### config.mk
export PLATFORM = sky130hd
export DESIGN_NAME = pc_run_ctrl
export DESIGN_NICKNAME = d
export VERILOG_FILES = /design/src/rtl/pc_ctrl_pkg.sv /design/src/rtl/btn_cond.sv /design/src/rtl/pc_run_ctrl.sv
export SDC_FILE = /design/constraint.sdc
export NUM_CORES = 1
export LEC_CHECK = 0
export BUFFER_PORTS_ARGS = -buffer_cell sky130_fd_sc_hd__buf_2
export CAP_MARGIN = 20
export CORE_MARGIN = 1
export CORE_UTILIZATION = 51
export DETAILED_ROUTE_END_ITERATION = 10
export PLACE_DENSITY = 0.79
export SETUP_SLACK_MARGIN = 0.05
export SLEW_MARGIN = 10
export SYNTH_ARGS = -nofsm -noshare
export SYNTH_HDL_FRONTEND = slang
export SYNTH_HIERARCHICAL = 1
export SYNTH_SLANG_ARGS = --single-unit
### constraint.sdc
create_clock -name clk -period 3.3 [get_ports clk]
set_clock_uncertainty 0.15 [all_clocks]
set_input_delay 0.165 -clock clk [delete_from_list [all_inputs] [get_ports clk]]
set_output_delay 0.165 -clock clk [all_outputs]
set_load 0.1 [all_outputs]
### src/rtl/pc_ctrl_pkg.sv
// pc_ctrl_pkg: run-mode state encoding and default pacing constants for pc_run_ctrl.
package pc_ctrl_pkg;
    typedef enum logic [1:0] {
        IDLE     = 2'd0,
        RUN_SLOW = 2'd1,
        RUN_FAST = 2'd2,
        HALTED   = 2'd3
    } run_state_t;
    localparam int SLOW_DIV_DEF   = 50_000_000;
    localparam int FAST_DIV_DEF   = 500_000;
    localparam int DEB_CYCLES_DEF = 1_000_000;
endpackage

### src/rtl/btn_cond.sv
// btn_cond: synchronizes and debounces a raw button, pulsing evt once per accepted press.
module btn_cond
    import pc_ctrl_pkg::*;
#(
    parameter int DEB_CYCLES = DEB_CYCLES_DEF
) (
    input  logic clk,
    input  logic rst_n,
    input  logic btn,
    output logic evt
);
    localparam int CW = $clog2(DEB_CYCLES + 1);
    logic [1:0]    sync;
    logic          deb;
    logic [CW-1:0] cnt;
    // The level flips only after DEB_CYCLES consecutive cycles of disagreement.
    always_ff @(posedge clk or negedge rst_n) begin
        if (!rst_n) begin
            sync <= '0;
            deb  <= 1'b0;
            cnt  <= '0;
            evt  <= 1'b0;
        end else begin
            sync <= {sync[0], btn};
            evt  <= 1'b0;
            if (sync[1] == deb) cnt <= '0;
            else if (cnt == CW'(DEB_CYCLES - 1)) begin
                cnt <= '0;
                deb <= sync[1];
                evt <= sync[1];
            end else cnt <= cnt + 1'b1;
        end
    end
endmodule

### src/rtl/pc_run_ctrl.sv
// pc_run_ctrl: button-driven run/step controller producing step/load strobes for the program counter.
module pc_run_ctrl
    import pc_ctrl_pkg::*;
#(
    parameter int SLOW_DIV   = SLOW_DIV_DEF,
    parameter int FAST_DIV   = FAST_DIV_DEF,
    parameter int DEB_CYCLES = DEB_CYCLES_DEF
) (
    input  logic       clk,
    input  logic       rst_n,
    input  logic       btn_next,
    input  logic       btn_run,
    input  logic       btn_speedrun,
    input  logic       btn_stop,
    input  logic       mode,
    input  logic [7:0] jump_addr,
    input  logic       halt,
    output logic       pc_step,
    output logic       pc_load,
    output logic [7:0] load_value,
    output logic [1:0] run_state,
    output logic       running
);
    localparam int DW = $clog2(SLOW_DIV);
    run_state_t    state, state_n;
    logic [DW-1:0] div, div_n;
    logic          step_n, load_n, tick, in_run;
    logic          ev_next, ev_run, ev_speed, ev_stop;

    btn_cond #(.DEB_CYCLES(DEB_CYCLES)) u_next  (.clk(clk), .rst_n(rst_n), .btn(btn_next),     .evt(ev_next));
    btn_cond #(.DEB_CYCLES(DEB_CYCLES)) u_run   (.clk(clk), .rst_n(rst_n), .btn(btn_run),      .evt(ev_run));
    btn_cond #(.DEB_CYCLES(DEB_CYCLES)) u_speed (.clk(clk), .rst_n(rst_n), .btn(btn_speedrun), .evt(ev_speed));
    btn_cond #(.DEB_CYCLES(DEB_CYCLES)) u_stop  (.clk(clk), .rst_n(rst_n), .btn(btn_stop),     .evt(ev_stop));

    assign in_run    = state == RUN_SLOW || state == RUN_FAST;
    assign tick      = in_run && div == (state == RUN_FAST ? DW'(FAST_DIV - 1) : DW'(SLOW_DIV - 1));
    assign run_state = state;
    assign running   = in_run;

    always_comb begin
        state_n = state;
        step_n  = 1'b0;
        load_n  = 1'b0;
        unique case (state)
            IDLE: begin
                if (ev_stop) state_n = IDLE;
                else if (ev_next) begin
                    load_n  = mode;
                    step_n  = !mode && !halt;
                    state_n = (!mode && halt) ? HALTED : IDLE;
                end else if (ev_speed) state_n = RUN_FAST;
                else if (ev_run) state_n = RUN_SLOW;
            end
            RUN_SLOW, RUN_FAST: begin
                if (ev_stop) state_n = IDLE;
                else if (tick && halt) state_n = HALTED;
                else begin
                    step_n = tick;
                    // Re-pressing the current mode maps back to the same state, so the divider keeps counting.
                    if (ev_speed) state_n = RUN_FAST;
                    else if (ev_run) state_n = RUN_SLOW;
                end
            end
            HALTED: begin
                if (ev_stop) state_n = IDLE;
                else if (ev_next && mode) begin
                    load_n  = 1'b1;
                    state_n = IDLE;
                end
            end
            default: state_n = IDLE;
        endcase
        div_n = (state_n != state || !in_run || tick) ? '0 : div + 1'b1;
    end

    always_ff @(posedge clk or negedge rst_n) begin
        if (!rst_n) begin
            state      <= IDLE;
            div        <= '0;
            pc_step    <= 1'b0;
            pc_load    <= 1'b0;
            load_value <= '0;
        end else begin
            state   <= state_n;
            div     <= div_n;
            pc_step <= step_n;
            pc_load <= load_n;
            if (load_n) load_value <= jump_addr;
        end
    end
endmodule
# ---- Word level (Yosys, flattened, before mapping)
# Cells that the tools add are included.
dict set report word_totals {
  regBits 134
  inputBits 16
  output_inout_bits 13
}
dict set report classes {
  add_sub_neg 5
  n_eq_ne 13
  muxes 38
  n_bitwise 4
  reduce_logical 17
}
# cell n
set op_table {}
lappend op_table {{20-bit 2-to-1 mux} 8}
lappend op_table {{20-bit by 1-bit adder with 20-bit output (second input constant)} 4}
lappend op_table {{20-bit == test (second input constant)} 4}
lappend op_table {{26-bit 2-to-1 mux} 2}
lappend op_table {{26-bit by 1-bit adder with 26-bit output (second input constant)} 1}
lappend op_table {{26-bit == test} 1}
lappend op_table {{2-bit 2-to-1 mux} 9}
lappend op_table {{1-bit 2-to-1 mux} 16}
lappend op_table {{2-bit AND reduction} 4}
lappend op_table {{2-bit case mux with 3 select lines} 1}
lappend op_table {{1-bit logical AND} 5}
lappend op_table {{1-bit == test} 4}
lappend op_table {{2-bit == test (second input constant)} 2}
lappend op_table {{1-bit inverter} 4}
lappend op_table {{1-bit case mux with 2 select lines} 2}
lappend op_table {{1-bit logical NOT} 3}
lappend op_table {{1-bit logical OR} 3}
lappend op_table {{2-bit by 1-bit == test with 1-bit output (second input constant)} 1}
lappend op_table {{2-bit logical NOT} 1}
lappend op_table {{2-bit inequality test} 1}
lappend op_table {{2-bit OR reduction} 1}

# ---- Depth between registers and ports, before layout
# Gate-level depths: netlist of run 1.
dict set report logic_depth {
  depth_word 12
  ltp_mapped 10
  mapped_depth_nobuf 8
}

# ---- Modules after synthesis
# Netlist of run 1, hierarchy kept.
# mod n_inst cells_per_inst area_each_um2 seq_area_each_um2
set by_module_without_submodules {}
lappend by_module_without_submodules {btn_cond 4 116 1136.1 600.6}
lappend by_module_without_submodules {pc_run_ctrl 1 203 2114.5 950.9}

# ---- Worst setup path before layout of run 1
# No wires, ideal clock.
dict set report synth_timing {
  path_type {flip-flop to flip-flop}
  startpoint {register state[0], in the netlist run_state[0]}
  endpoint {register div[17]}
  t_arrival_ns 3.582
  slack_ns -0.501
  stages_incl_launch_ff 10
  path_buffers 1
  period_less_slack_ns 3.801
  path_cell_list {dfrtp_1 > inv_1 > ha_1 > nor2b_1 > nand4_1 > a211oi_2 > mux2i_1 > nand4_4 > buf_6 > nor2_2}
}
dict set report synth_between {
  word_cells_on_any_way 24
  cone_classes {eq/ne (5); mux (11); reduce/logical (8)}
}
# item line
set synth_rtl {}
lappend synth_rtl {{start, declared} pc_run_ctrl.sv:25} ;# run_state_t state, state_n;
lappend synth_rtl {{start signal, assigned} pc_run_ctrl.sv:84} ;# state <= state_n;
lappend synth_rtl {{2-bit by 1-bit == test with 1-bit output / 2-bit == test (equally long branches)} pc_run_ctrl.sv:35} ;# assign in_run = state == RUN_SLOW || state == RUN_FAST;
lappend synth_rtl {{1-bit logical OR *} pc_run_ctrl.sv:35}
lappend synth_rtl {{named net running} pc_run_ctrl.sv:22} ;# output logic running
lappend synth_rtl {{1-bit logical AND} pc_run_ctrl.sv:36} ;# assign tick = in_run && div == (state == RUN_FAST ? DW'(FAST_DIV - 1) : DW'(SLOW_DIV - 1));
lappend synth_rtl {{1-bit logical AND} pc_run_ctrl.sv:56} ;# else if (tick && halt) state_n = HALTED;
lappend synth_rtl {{2-bit 2-to-1 mux} pc_run_ctrl.sv:56}
lappend synth_rtl {{2-bit 2-to-1 mux} pc_run_ctrl.sv:55} ;# if (ev_stop) state_n = IDLE;
lappend synth_rtl {{2-bit case mux with 3 select lines} pc_run_ctrl.sv:44} ;# unique case (state)
lappend synth_rtl {{2-bit inequality test} pc_run_ctrl.sv:73} ;# div_n = (state_n != state || !in_run || tick) ? '0 : div + 1'b1;
lappend synth_rtl {{1-bit logical OR} pc_run_ctrl.sv:73}
lappend synth_rtl {{1-bit logical OR *} pc_run_ctrl.sv:73}
lappend synth_rtl {{26-bit 2-to-1 mux *} pc_run_ctrl.sv:73}
lappend synth_rtl {{named net div_n[17]} pc_run_ctrl.sv:26} ;# logic [DW-1:0] div, div_n;
lappend synth_rtl {{end signal, assigned} pc_run_ctrl.sv:85} ;# div <= div_n;
lappend synth_rtl {{end, declared} pc_run_ctrl.sv:26}
# The timed path passes the listed nets; every way through them passes the cells marked *.
# A chain may end at the register's enable or synchronous reset.

# ---- Worst setup path in the final report of run 1
dict set report layout_timing {
  startpoint {register state[1], in the netlist run_state[1]}
  endpoint {register div[11]}
}
dict set report layout_between {
  elab_chain_cells 12
  word_cells_on_any_way 24
  cone_classes {eq/ne (5); mux (11); reduce/logical (8)}
}
# item line
set layout_lines {}
lappend layout_lines {{2-bit == test} {pc_run_ctrl.sv:35, pc_run_ctrl.sv:36, pc_run_ctrl.sv:44}}
lappend layout_lines {{26-bit 2-to-1 mux} pc_run_ctrl.sv:36}
lappend layout_lines {{26-bit == test} pc_run_ctrl.sv:36}
lappend layout_lines {{1-bit logical AND} pc_run_ctrl.sv:36}
lappend layout_lines {{1-bit logical AND} pc_run_ctrl.sv:56}
lappend layout_lines {{2-bit 2-to-1 mux} pc_run_ctrl.sv:56}
lappend layout_lines {{2-bit 2-to-1 mux} pc_run_ctrl.sv:55}
lappend layout_lines {{2-bit case mux with 3 select lines} pc_run_ctrl.sv:44}
lappend layout_lines {{2-bit inequality test} pc_run_ctrl.sv:73}
lappend layout_lines {{1-bit logical OR} pc_run_ctrl.sv:73}
lappend layout_lines {{1-bit logical OR *} pc_run_ctrl.sv:73}
lappend layout_lines {{26-bit 2-to-1 mux *} pc_run_ctrl.sv:73}
lappend layout_lines {{named net div_n[11]} pc_run_ctrl.sv:26}
# Marked as above.

==> summary.md, run 1 <==
| Metric | Value |
|---|---|
| Routability cong. | 0.912 |
| Final Setup Violations | 0 |
| Highest clock frequency the design can meet | 0.353 GHz |
| Area inside the core boundary | 12700 µm² |
| Deepest level of the CTS H-tree | 4 |
| GRT overflow | 0 |
| Y dimension of the die | 116 µm |
| Port Buf Inserts | 28 |
| Sequential fraction of the synthesis area | 50.4% |
| Buffer and inverter count on the worst path | 1 |
| Worst skew pair latency | 420 ps |
| Crit Path Category | register to register |
| Num ports | 29 |
| Final clock period utilization by the worst path | 85.8% |
| Max incr delay on CP | 490 ps |
| Post-synth net total | 692 |
| Critical path arrival | 3020 ps |
| CTS tree | built |
| Synthesized area divided by synthesized cell count | 9.98 µm² |
| Detailed-route wire length per cell | 15.0 µm |
| Filler Cells Inserted | 1008 |
| Antenna-violating nets left | 0 |
| Yosys synthesis warning count | 6 |
| Overall die width | 116 µm |
| IR Drop Worst-Case VDD | 311 µV |
| Fraction of synthesized cell area taken by the top area cell type | 50.4% |
| Least-Margin Pin Slew | 741 ps |
| Highest-count cells in the layout ignoring fill and taps | dfrtp_1 (132), nor2_1 (83), nand3_1 (42) |
| Largest family of logic cells by synthesized area | simple AND/OR/NAND/NOR gates |
| DPL Wire Length | 8870 µm |
| Total iterations of the first detailed-routing run | 5 |
| Final critical path time including I/O delays and setup | 2830 ps |
| Floorplan die area | 13500 µm² |
| Via count normalized by instance count | 5.63 |
| Number of antenna violations at the first check in global routing | 0 |
| Number of buffers created by CTS | 17 |
| Class of the worst hold path | primary input to register |
| Portion of netlist area occupied by mux cells | 2.18% |
| Slowest cell on the critical path | dfrtp_2 |
| Number of maximum-capacitance violations | 0 |
| Maximum number of pins on one net before global-route repair | 81 |
| Clk pin slew, worst setup/hold paths | 60 ps |
| CTS root buf | clkbuf_16 |
| Placed instance count | 847 |
| Number of hold-slack violations in the final timing report | 0 |
| Required @ worst endpoint | 3490 ps |
| Flip-flop and latch area | 3360 µm² |
| Count of hold-fix buffers inserted at cts | 15 |
| Total Neg Setup Slack | 0 ps |
| Final std cells w/o fill | 894 |
| Area share of xor/xnor cells in the synthesized design | 8.94% |
| Unrepaired setup endpoints after global routing | false |
| Leading post-synthesis cells by cell area | dfrtp_1 (50%), xor2_1 (5.3%), nor2_1 (4.7%) |
| Number of remaining DRC errors | 0 |
| Max Buffers Root-to-Sink | 2 |
| Total length of routed wires | 13400 µm |
| Share of synthesized cell area in and, or, nand and nor gates | 25.3% |
| Number of setup buffers added after CTS | 0 |
| Number of cells produced by synthesis | 667 |
| GR Util All Layers | 22.1% |
| Syn-to-layout area delta | 15.9% |
| Vias in the first global route | 4967 |
| Cell area power density | 579 nW/µm² |
| Startpoint type of the worst setup path | register |
| Area leader, netlist | dfrtp_1 |
| TritonCTS Sinks | 134 |
| Fraction of final layout cells sized beyond drive strength 1 | 16.8% |
| CTS resizes | 0 |
| Worst slew margin relative to its limit | 50.3% |
| Count of vias placed by the detailed router | 5033 |
| Critical-path cell list | inv_1 > ha_2 > nor2b_1 > nand4_1 > a211oi_2 > mux2i_1 > nand4_4 > nor2_1 |
| Register bit count reported by yosys | 134 |
| Max-slew violation count | 0 |
| Area used by multi-input combinational logic | 3080 µm² |
| Largest fanout of any net on the critical path | 26 |
| Placement row count | 41 |
| Crit path capture type | register |
| Syn Std Cell Area | 6660 µm² |
| Number of DRC markers in iteration 0 | 339 |
| Ant diodes | 0 |
| First-pass GRT wire length | 23200 µm |
| Fraction of the mapped netlist area in compound gates | 7.99% |
| Post-layout net count | 734 |
| Distinct cells, synth | 55 |
| Leakage power of the design | 3.18 nW |
| Most frequent standard cell in the layout excluding fill and tap cells | dfrtp_1 |
| Arithmetic-cell share of the synthesized area counting full adders, half adders and majority gates | 1.69% |
| Kind of cell with the highest combined delay on the critical path | simple AND/OR/NAND/NOR gates |
| Outcome | complete, no violations |
| Starting utilization of the core area | 52.6% |
==> Yosys cell counts, drive strengths merged <==
| master | instances |
|---|---|
| nor2b | 4 |
| xor2 | 40 |
| or4 | 20 |
| and4b | 1 |
| buf | 7 |
| nor4 | 11 |
| nor4b | 1 |
| a31oi | 1 |
| or3 | 20 |
| a21o | 1 |
| o21bai | 1 |
| a21oi | 35 |
| inv | 29 |
| o211ai | 1 |
| a21boi | 2 |
| o21ai | 26 |
| nor3 | 10 |
| mux2i | 1 |
| nor4bb | 5 |
| and3b | 4 |
| and4 | 8 |
| nand2 | 28 |
| xnor2 | 28 |
| a211oi | 2 |
| and4bb | 2 |
| nor2 | 93 |
| mux2 | 12 |
| nand3 | 46 |
| nand3b | 2 |
| nand4 | 22 |
| dfrtp | 134 |
| a2bb2oi | 1 |
| and3 | 11 |
| and2 | 7 |
| ha | 9 |
| o31ai | 12 |
| a2111oi | 3 |
| or2 | 4 |
| and2b | 1 |
| o2111ai | 1 |
| clkbuf | 20 |
| o31a | 1 |
==> logic make-up after synthesis <==
kind of cell / after synthesis
AO/OA/AOI/OAI: 87
XOR/XNOR: 68
adder cells (fa/ha/maj): 9
buffers and inverters: 56
flip-flops: 134
multiplexers: 13
AND/OR/NAND/NOR: 300
==> flip-flops by register name, indices dropped and copies added (netlist names), 2 cells and up <==
signal,cells
div,26
load_value,8
run_state,2
u_next/cnt,20
u_next/sync,2
u_run/cnt,20
u_run/sync,2
u_speed/cnt,20
u_speed/sync,2
u_stop/cnt,20
u_stop/sync,2
==> final timing paths <==
kind	startpoint	endpoint	depth (start not counted)	slack [ps]
worst max-delay path	run_state[1]	div[11]	8	470
worst min-delay path	mode	run_state[0]	4	70
worst max register to register	run_state[1]	div[11]	8	470
worst min register to register	u_speed/sync[0]	u_speed/sync[1]	0	190
max in group asynchronous	rst_n	u_speed/cnt[16]	3	1920
min in group asynchronous	rst_n	u_next/cnt[19]	2	200
==> metrics by stage <==
step           hold WS, ps  utilization [%]  total power [mW]  worst slack [ps]  cell area (µm²)
2_1_floorplan         -281                -              2.42               119             6660
3_3_place_gp          95.1             54.9              2.50               616             6950
3_5_place_dp           102             54.9              2.53               473             6950
4_1_cts               66.3             60.9              4.50               482             7720
5_1_grt                120             60.9              4.65               225             7720
6_report              70.8             60.9              4.47               468             7720
==> worst register-to-register path, delay by kind of cell (launching register included) <==
kind                       cells  cell delay [ps]
AOI/OAI and AO/OA              1              360
adders and majority gates      1              410
buffers and inverters          1               80
DFF                            1              490
muxes                          1              310
and+or+nand+nor                4              960
==> final cells by class <==
class | instances | area share (%)
sequential | 134 | 43.5
timing repair buffer | 50 | 4.52
clock inverter | 13 | 2.35
tap | 172 | 2.79
clock buffer | 19 | 5.61
inverter | 29 | 1.41
multi-input combinational | 477 | 39.8
==> metal layers <==
layer / vias up / global-route usage, % / part of all wire (%) / wire length [µm]
met2: 92 / 36.4 / 50 / 6750
met1: 2487 / 27.7 / 44 / 5930
li1: 2434 / - / - / -
met5: - / 0 / 0 / 0
met3: 20 / 5.24 / 3.8 / 507
met4: 0 / 9.91 / 1.4 / 191
==> power by group <==
part | total, mW | internal [mW] | leakage, nW | switching [mW]
Clock | 1.96 | 1.26 | 0.285 | 0.698
Sequential | 1.75 | 1.68 | 1.84 | 0.0614
Combinational | 0.768 | 0.215 | 1.06 | 0.553
Note: power is estimated with default switching activity, not from simulation.
==> run 2: changes to the inputs <==
- PLACE_DENSITY: 0.79 -> 0.82
- clock period: 3.3 -> 2.6 ns (I/O delays scaled with it)
==> run 2 against run 1 <==
Effect of this change: non-clock buffer count is 12 higher; sequential cell count stayed put; cell count is 1.2% higher; hold slack worse by 36 ps.
==> summary.md, run 2 (same netlist as run 1, synthesis figures left out) <==
| Metric | Value |
|---|---|
| Max-slew violation count | 0 (unchanged) |
| Detailed-route wire length per cell | 15.9 µm (was 15.0 µm) |
| Cell count of the worst reg-to-reg path | 9 (was 8) |
| Starting utilization of the core area | 52.6% (unchanged) |
| Startpoint type of the worst setup path | register (unchanged) |
| IR Drop Worst-Case VDD | 515 µV (was 311 µV) |
| TritonCTS Sinks | 134 (unchanged) |
| Outcome | complete, no violations (unchanged) |
| Slowest cell on the critical path | dfrtp_4 (was dfrtp_2) |
| Worst skew pair latency | 420 ps (about the same) |
| Final clock period utilization by the worst path | 96.6% (was 85.8%) |
| Y dimension of the die | 116 µm (unchanged) |
| Port Buf Inserts | 28 (unchanged) |
| Critical path arrival | 2710 ps (was 3020 ps) |
| Required @ worst endpoint | 2800 ps (was 3490 ps) |
| Number of antenna violations at the first check in global routing | 0 (unchanged) |
| DPL Wire Length | 8860 µm (was 8870 µm) |
| Number of hold-slack violations in the final timing report | 0 (unchanged) |
| Number of maximum-capacitance violations | 0 (unchanged) |
| Clk pin slew, worst setup/hold paths | 50 ps (was 60 ps) |
| Fraction of final layout cells sized beyond drive strength 1 | 20.6% (was 16.8%) |
| Least-Margin Pin Slew | 510 ps (was 741 ps) |
| Max incr delay on CP | 520 ps (was 490 ps) |
| Placement row count | 41 (unchanged) |
| Final Setup Violations | 0 (unchanged) |
| Num ports | 29 (unchanged) |
| Largest reg by FF count | div (unchanged) |
| Max Buffers Root-to-Sink | 2 (unchanged) |
| GR Util All Layers | 22.6% (was 22.1%) |
| GRT overflow | 0 (unchanged) |
| Floorplan die area | 13500 µm² (unchanged) |
| Count of vias placed by the detailed router | 5213 (was 5033) |
| Total length of routed wires | 14400 µm (was 13400 µm) |
| Number of DRC markers in iteration 0 | 402 (was 339) |
| Cell area power density | 767 nW/µm² (was 579 nW/µm²) |
| Deepest level of the CTS H-tree | 4 (unchanged) |
| Endpoint of the lowest-slack register-to-register path | div[14] (was div[11]) |
| Largest fanout of any net on the critical path | 7 (was 26) |
| Vias in the first global route | 5111 (was 4967) |
| Crit Path Category | register to register (unchanged) |
| Class of the worst hold path | primary input to asynchronous set/reset pin (was primary input to register) |
| Unrepaired setup endpoints after global routing | true (was false) |
| Most frequent standard cell in the layout excluding fill and tap cells | dfrtp_1 (unchanged) |
| Flip-flop count of the largest register, all copies and words added | 26 (unchanged) |
| Routability cong. | 0.840 (was 0.912) |
| Critical-path cell list | buf_12 > ha_1 > a21boi_4 > a2bb2oi_2 > a2111oi_2 > a2111oi_4 > nand4_4 > clkbuf_16 > nor2_1 (was inv_1 > ha_2 > nor2b_1 > nand4_1 > a211oi_2 > mux2i_1 > nand4_4 > nor2_1) |
| Highest clock frequency the design can meet | 0.398 GHz (was 0.353 GHz) |
| Antenna-violating nets left | 0 (unchanged) |
| Total iterations of the first detailed-routing run | 5 (unchanged) |
| Ant diodes | 0 (unchanged) |
| Maximum number of pins on one net before global-route repair | 86 (was 81) |
| Syn-to-layout area delta | 19.7% (was 15.9%) |
| Number of buffers created by CTS | 17 (unchanged) |
| Pwr Total | 6.11 mW (was 4.47 mW) |
| Number of remaining DRC errors | 0 (unchanged) |
| Via count normalized by instance count | 5.76 (was 5.63) |
| Worst reg-to-reg setup slack | 90 ps (was 470 ps) |
| Crit path capture type | register (unchanged) |
| Highest-count cells in the layout ignoring fill and taps | dfrtp_1 (132), nor2_1 (74), nand3_1 (42) (was dfrtp_1 (132), nor2_1 (83), nand3_1 (42)) |
| R2R Path Start | run_state[0] (was run_state[1]) |
| Area inside the core boundary | 12700 µm² (unchanged) |
| Buffer and inverter count on the worst path | 2 (was 1) |
| Worst slew margin relative to its limit | 66.2% (was 50.3%) |
| Leakage power of the design | 3.29 nW (was 3.18 nW) |
| CTS root buf | clkbuf_16 (unchanged) |
| Final critical path time including I/O delays and setup | 2510 ps (was 2830 ps) |
| Placed standard-cell area | 7030 µm² (was 6950 µm²) |
| Overall die width | 116 µm (unchanged) |
| First-pass GRT wire length | 23700 µm (was 23200 µm) |
| Kind of cell with the highest combined delay on the critical path | compound AO/OA/AOI/OAI gates (was simple AND/OR/NAND/NOR gates) |
| CTS tree | built (unchanged) |
| Total non-filler cell area in the finished layout | 7970 µm² (was 7720 µm²) |
| Post-layout net count | 746 (was 734) |
## run 2: cell types whose count changed in the layout (fill, tap and decap cells not counted), sizes merged
cell	delta
buf	+9
bufinv	-3
clkinvlp	-3
dlymetal6s2s	+1
clkbuf	+7
## run 2: worst max path at each step
stage | cells past startpoint | from | slack (ps) | endpoint
5_1_grt | 10 | run_state[0] | 10 | div[21]
4_1_cts | 10 | run_state[0] | 70 | div[8]
2_1_floorplan | 9 | run_state[1] | -100 | div[0]
3_5_place_dp | 8 | run_state[1] | 40 | div[10]
3_3_place_gp | 8 | run_state[1] | 200 | div[3]
6_report | 9 | run_state[0] | 90 | div[14]
## run 2: stage by stage
step / TNS, ps / util [%] / setup slack, ps / hold slack [ps] / instances
finish: 0 / 62.9 / 89.4 / 34.8 / 905
global route: 0 / 62.9 / 13.7 / 84.4 / 905
CTS: 0 / 61.3 / 69.5 / 32.8 / 897
detailed placement: 0 / 55.5 / 39.4 / -66.3 / 850
global placement: 0 / 55.5 / 200 / -70.4 / 850
floorplan: -1990 / - / -102 / -316 / 667
## run 2: final cells by class
class	instances	area [µm²]
Timing Repair Buffer	62	517
Multi-Input combinational cell	477	3190
Fill cell	959	4700
Inverter	29	111
Clock inverter	7	68.8
Clock buffer	24	512
Sequential cell	134	3360
Tap cell	172	215
## run 2: timing repair
| item | in CTS | in global routing |
|---|---|---|
| pin swaps | 1 | 5 |
| cloned | 0 | 3 |
| gates resized for setup | 1 | 20 |
| setup endpoints to repair | 8 | 26 |
| endpoints found under the hold margin | 147 | 0 |
| hold buffers | 15 | 0 |
| buffers inserted | 1 | 5 |
## run 2: worst reg2reg max path: stages, from the launching register on
cell	delay, ps
dfrtp_4	520
buf_12	150
ha_1	220
a21boi_4	160
a2bb2oi_2	230
a2111oi_2	100
a2111oi_4	370
nand4_4	220
clkbuf_16	230
nor2_1	90
## run 2: layer usage
metal | part of all wire, % | vias to the layer above | wire length [µm] | track usage [%]
li1 | - | 2467 | - | -
met1 | 43 | 2607 | 6140 | 28.3
met2 | 51 | 105 | 7380 | 37.0
met3 | 3.9 | 34 | 565 | 5.86
met4 | 2.0 | 0 | 282 | 9.74
met5 | 0 | - | 0 | 0
## run 2: where the power goes
| group | switching [mW] | total [mW] | internal, mW | leakage [nW] |
|---|---|---|---|---|
| clock | 0.855 | 2.31 | 1.46 | 0.284 |
| combinational | 0.938 | 1.59 | 0.650 | 1.16 |
| sequential | 0.0680 | 2.21 | 2.15 | 1.84 |
==> run 3: changes to the inputs <==
- BUFFER_PORTS_ARGS: -buffer_cell sky130_fd_sc_hd__buf_2 -> -buffer_cell sky130_fd_sc_hd__buf_4
- CORE_MARGIN: 1 -> unset
==> run 3 against run 2 <==
Effect of this change: clock power increased by 11%; fmax fell by 0.94%; first-iteration DRC count rose by 17%; critical path type unchanged.
==> summary.md, run 3 (same netlist as run 1, synthesis figures left out) <==
| Metric | Value |
|---|---|
| Class of the worst hold path | primary input to asynchronous set/reset pin (unchanged) |
| Final Setup Violations | 0 (unchanged) |
| Detailed-route wire length per cell | 15.9 µm (about the same) |
| Critical-path cell list | ha_1 > and4_2 > nand4_1 > a211oi_4 > buf_4 > o2111ai_1 > nand4_4 > clkbuf_16 > nor2_4 (was buf_12 > ha_1 > a21boi_4 > a2bb2oi_2 > a2111oi_2 > a2111oi_4 > nand4_4 > clkbuf_16 > nor2_1) |
| Number of DRC markers in iteration 0 | 472 (was 402) |
| GR Util All Layers | 22.3% (was 22.6%) |
| Total length of routed wires | 14300 µm (was 14400 µm) |
| Max-slew violation count | 0 (unchanged) |
| First-pass GRT wire length | 23300 µm (was 23700 µm) |
| IR Drop Worst-Case VDD | 532 µV (was 515 µV) |
| Number of hold-slack violations in the final timing report | 0 (unchanged) |
| Proportion of power drawn by combinational gates | 25.7% (was 26.0%) |
| Deepest level of the CTS H-tree | 4 (unchanged) |
| Most frequent standard cell in the layout excluding fill and tap cells | dfrtp_1 (unchanged) |
| DPL Wire Length | 8840 µm (was 8860 µm) |
| Clk pin slew, worst setup/hold paths | 60 ps (was 50 ps) |
| Switching Fraction | 31.0% (was 30.4%) |
| Crit Path Category | register to register (unchanged) |
| Maximum number of pins on one net before global-route repair | 56 (was 86) |
| Y dimension of the die | 116 µm (unchanged) |
| TritonCTS Sinks | 134 (unchanged) |
| Port Buf Inserts | 28 (unchanged) |
| Cell-internal power | 4.44 mW (was 4.25 mW) |
| Via count normalized by instance count | 5.69 (was 5.76) |
| Placed instance count | 849 (was 850) |
| Relative contribution of sequential cells to total power | 34.5% (was 36.2%) |
| Final critical path time including I/O delays and setup | 2530 ps (was 2510 ps) |
| Number of remaining DRC errors | 0 (unchanged) |
| CTS root buf | clkbuf_16 (unchanged) |
| Least-Margin Pin Slew | 655 ps (was 510 ps) |
| Leakage power of the design | 3.28 nW (was 3.29 nW) |
| GRT overflow | 0 (unchanged) |
| Syn-to-layout area delta | 21.9% (was 19.7%) |
| Total Neg Setup Slack | 0 ps (unchanged) |
| Starting utilization of the core area | 52.6% (unchanged) |
| Outcome | complete, no violations (unchanged) |
| Post-layout net count | 742 (was 746) |
| Crit path capture type | register (unchanged) |
| Num ports | 29 (unchanged) |
| Required @ worst endpoint | 2750 ps (was 2800 ps) |
| Area inside the core boundary | 12700 µm² (unchanged) |
| Power spent charging and discharging nets | 2.00 mW (was 1.86 mW) |
| Max incr delay on CP | 430 ps (was 520 ps) |
| Antenna-violating nets left | 0 (unchanged) |
| Unrepaired setup endpoints after global routing | true (unchanged) |
| Critical path arrival | 2690 ps (was 2710 ps) |
| Ant diodes | 0 (unchanged) |
| Number of buffers created by CTS | 17 (unchanged) |
| Highest-count cells in the layout ignoring fill and taps | dfrtp_1 (132), nor2_1 (67), nand3_1 (42) (was dfrtp_1 (132), nor2_1 (74), nand3_1 (42)) |
| Total non-filler cell area in the finished layout | 8120 µm² (was 7970 µm²) |
| Placement row count | 41 (unchanged) |
| Worst slew margin relative to its limit | 56.4% (was 66.2%) |
| Largest reg by FF count | div (unchanged) |
| Worst skew pair latency | 420 ps (about the same) |
| Count of vias placed by the detailed router | 5131 (was 5213) |
| Vias in the first global route | 5106 (was 5111) |
| Largest fanout of any net on the critical path | 7 (unchanged) |
| Fraction of final layout cells sized beyond drive strength 1 | 21.2% (was 20.6%) |
| Placed standard-cell area | 7090 µm² (was 7030 µm²) |
| CTS tree | built (unchanged) |
| Cell area power density | 792 nW/µm² (was 767 nW/µm²) |
| Final clock period utilization by the worst path | 97.5% (was 96.6%) |
| Filler Cells Inserted | 944 (was 959) |
| Slowest cell on the critical path | dfrtp_1 (was dfrtp_4) |
| Final std cells w/o fill | 902 (was 905) |
| Highest clock frequency the design can meet | 0.395 GHz (was 0.398 GHz) |
| Overall die width | 116 µm (unchanged) |
| Portion of total power attributed to the clock network | 39.8% (was 37.8%) |
| Routability cong. | 0.839 (was 0.840) |
| Floorplan die area | 13500 µm² (unchanged) |
| Max Buffers Root-to-Sink | 2 (unchanged) |
| Flip-flop count of the largest register, all copies and words added | 26 (unchanged) |
| Startpoint type of the worst setup path | register (unchanged) |
| Number of antenna violations at the first check in global routing | 0 (unchanged) |
| Worst reg-to-reg setup slack | 70 ps (was 90 ps) |
| Number of maximum-capacitance violations | 0 (unchanged) |
| Total iterations of the first detailed-routing run | 5 (unchanged) |
[run 3: cell count changes in the layout (fill, tap and decap cells not counted), sizes merged]
cell and delta:
bufinv +3, inv +2, clkbuf -3, buf -3, clkinv -1, dlymetal6s2s -1
[run 3: path summary, 6_finish.rpt]
kind | from | endpoint | cells past startpoint
setup / recovery | div[0] | div[11] | 9
hold / removal | rst_n | pc_step | 2
setup reg to reg | div[0] | div[11] | 9
hold reg to reg | u_run/sync[0] | u_run/sync[1] | 0
max in group asynchronous | rst_n | u_stop/cnt[2] | 3
min in group clk | u_run/sync[0] | u_run/sync[1] | 0
[run 3: worst max-delay path: cells and delay by family, from the launching register on]
kind            cells  cell delay (ps)
simple gates        4              740
compound gates      2              460
flops               1              430
buf+inv             2              380
fa+ha+maj           1              240
[run 3: per-stage QoR]
step / setup slack, ps / util (%) / hold WS, ps / total power [mW]
after floorplan: -102 / - / -316 / 3.16
after global placement: 226 / 55.9 / 49.4 / 3.38
after global routing: -70.2 / 64.1 / 201 / 6.66
after detailed placement: 75.5 / 55.9 / 52.0 / 3.42
after CTS: 55.3 / 62.1 / 165 / 6.02
final: 65.6 / 64.1 / 137 / 6.43
[run 3: what timing repair did]
item	in CTS	in global routing
hold buffers	15	0
endpoints found under the setup margin	0	26
gates resized for setup	0	40
endpoints found under the hold margin	61	0
buffers inserted	0	3
[run 3: area by class of cell]
cell class | instances | area (µm²) | share of cell area (%)
Sequential cell | 134 | 3360 | 41.4
Multi-Input combinational cell | 477 | 3260 | 40.2
Timing Repair Buffer | 58 | 537 | 6.61
Clock buffer | 21 | 460 | 5.67
Tap cell | 172 | 215 | 2.65
Clock inverter | 11 | 171 | 2.11
Inverter | 29 | 111 | 1.37
[run 3: routing by layer]
metal  global-route usage (%)  routed length [µm]  vias up
li1                         -                   -     2451
met1                     27.3                6050     2545
met2                     36.8                7380      107
met3                     5.86                 560       28
met4                     10.8                 328        0
met5                        0                   0        -
[run 3: power groups by stage]
stage / combinational [mW] / sequential [mW] / clock [mW]
floorplan: 0.806 / 2.35 / 0
global placement: 1.14 / 2.24 / 0
detailed placement: 1.18 / 2.25 / 0
CTS: 1.21 / 2.21 / 2.60
global route: 1.74 / 2.22 / 2.69
finish: 1.65 / 2.22 / 2.56
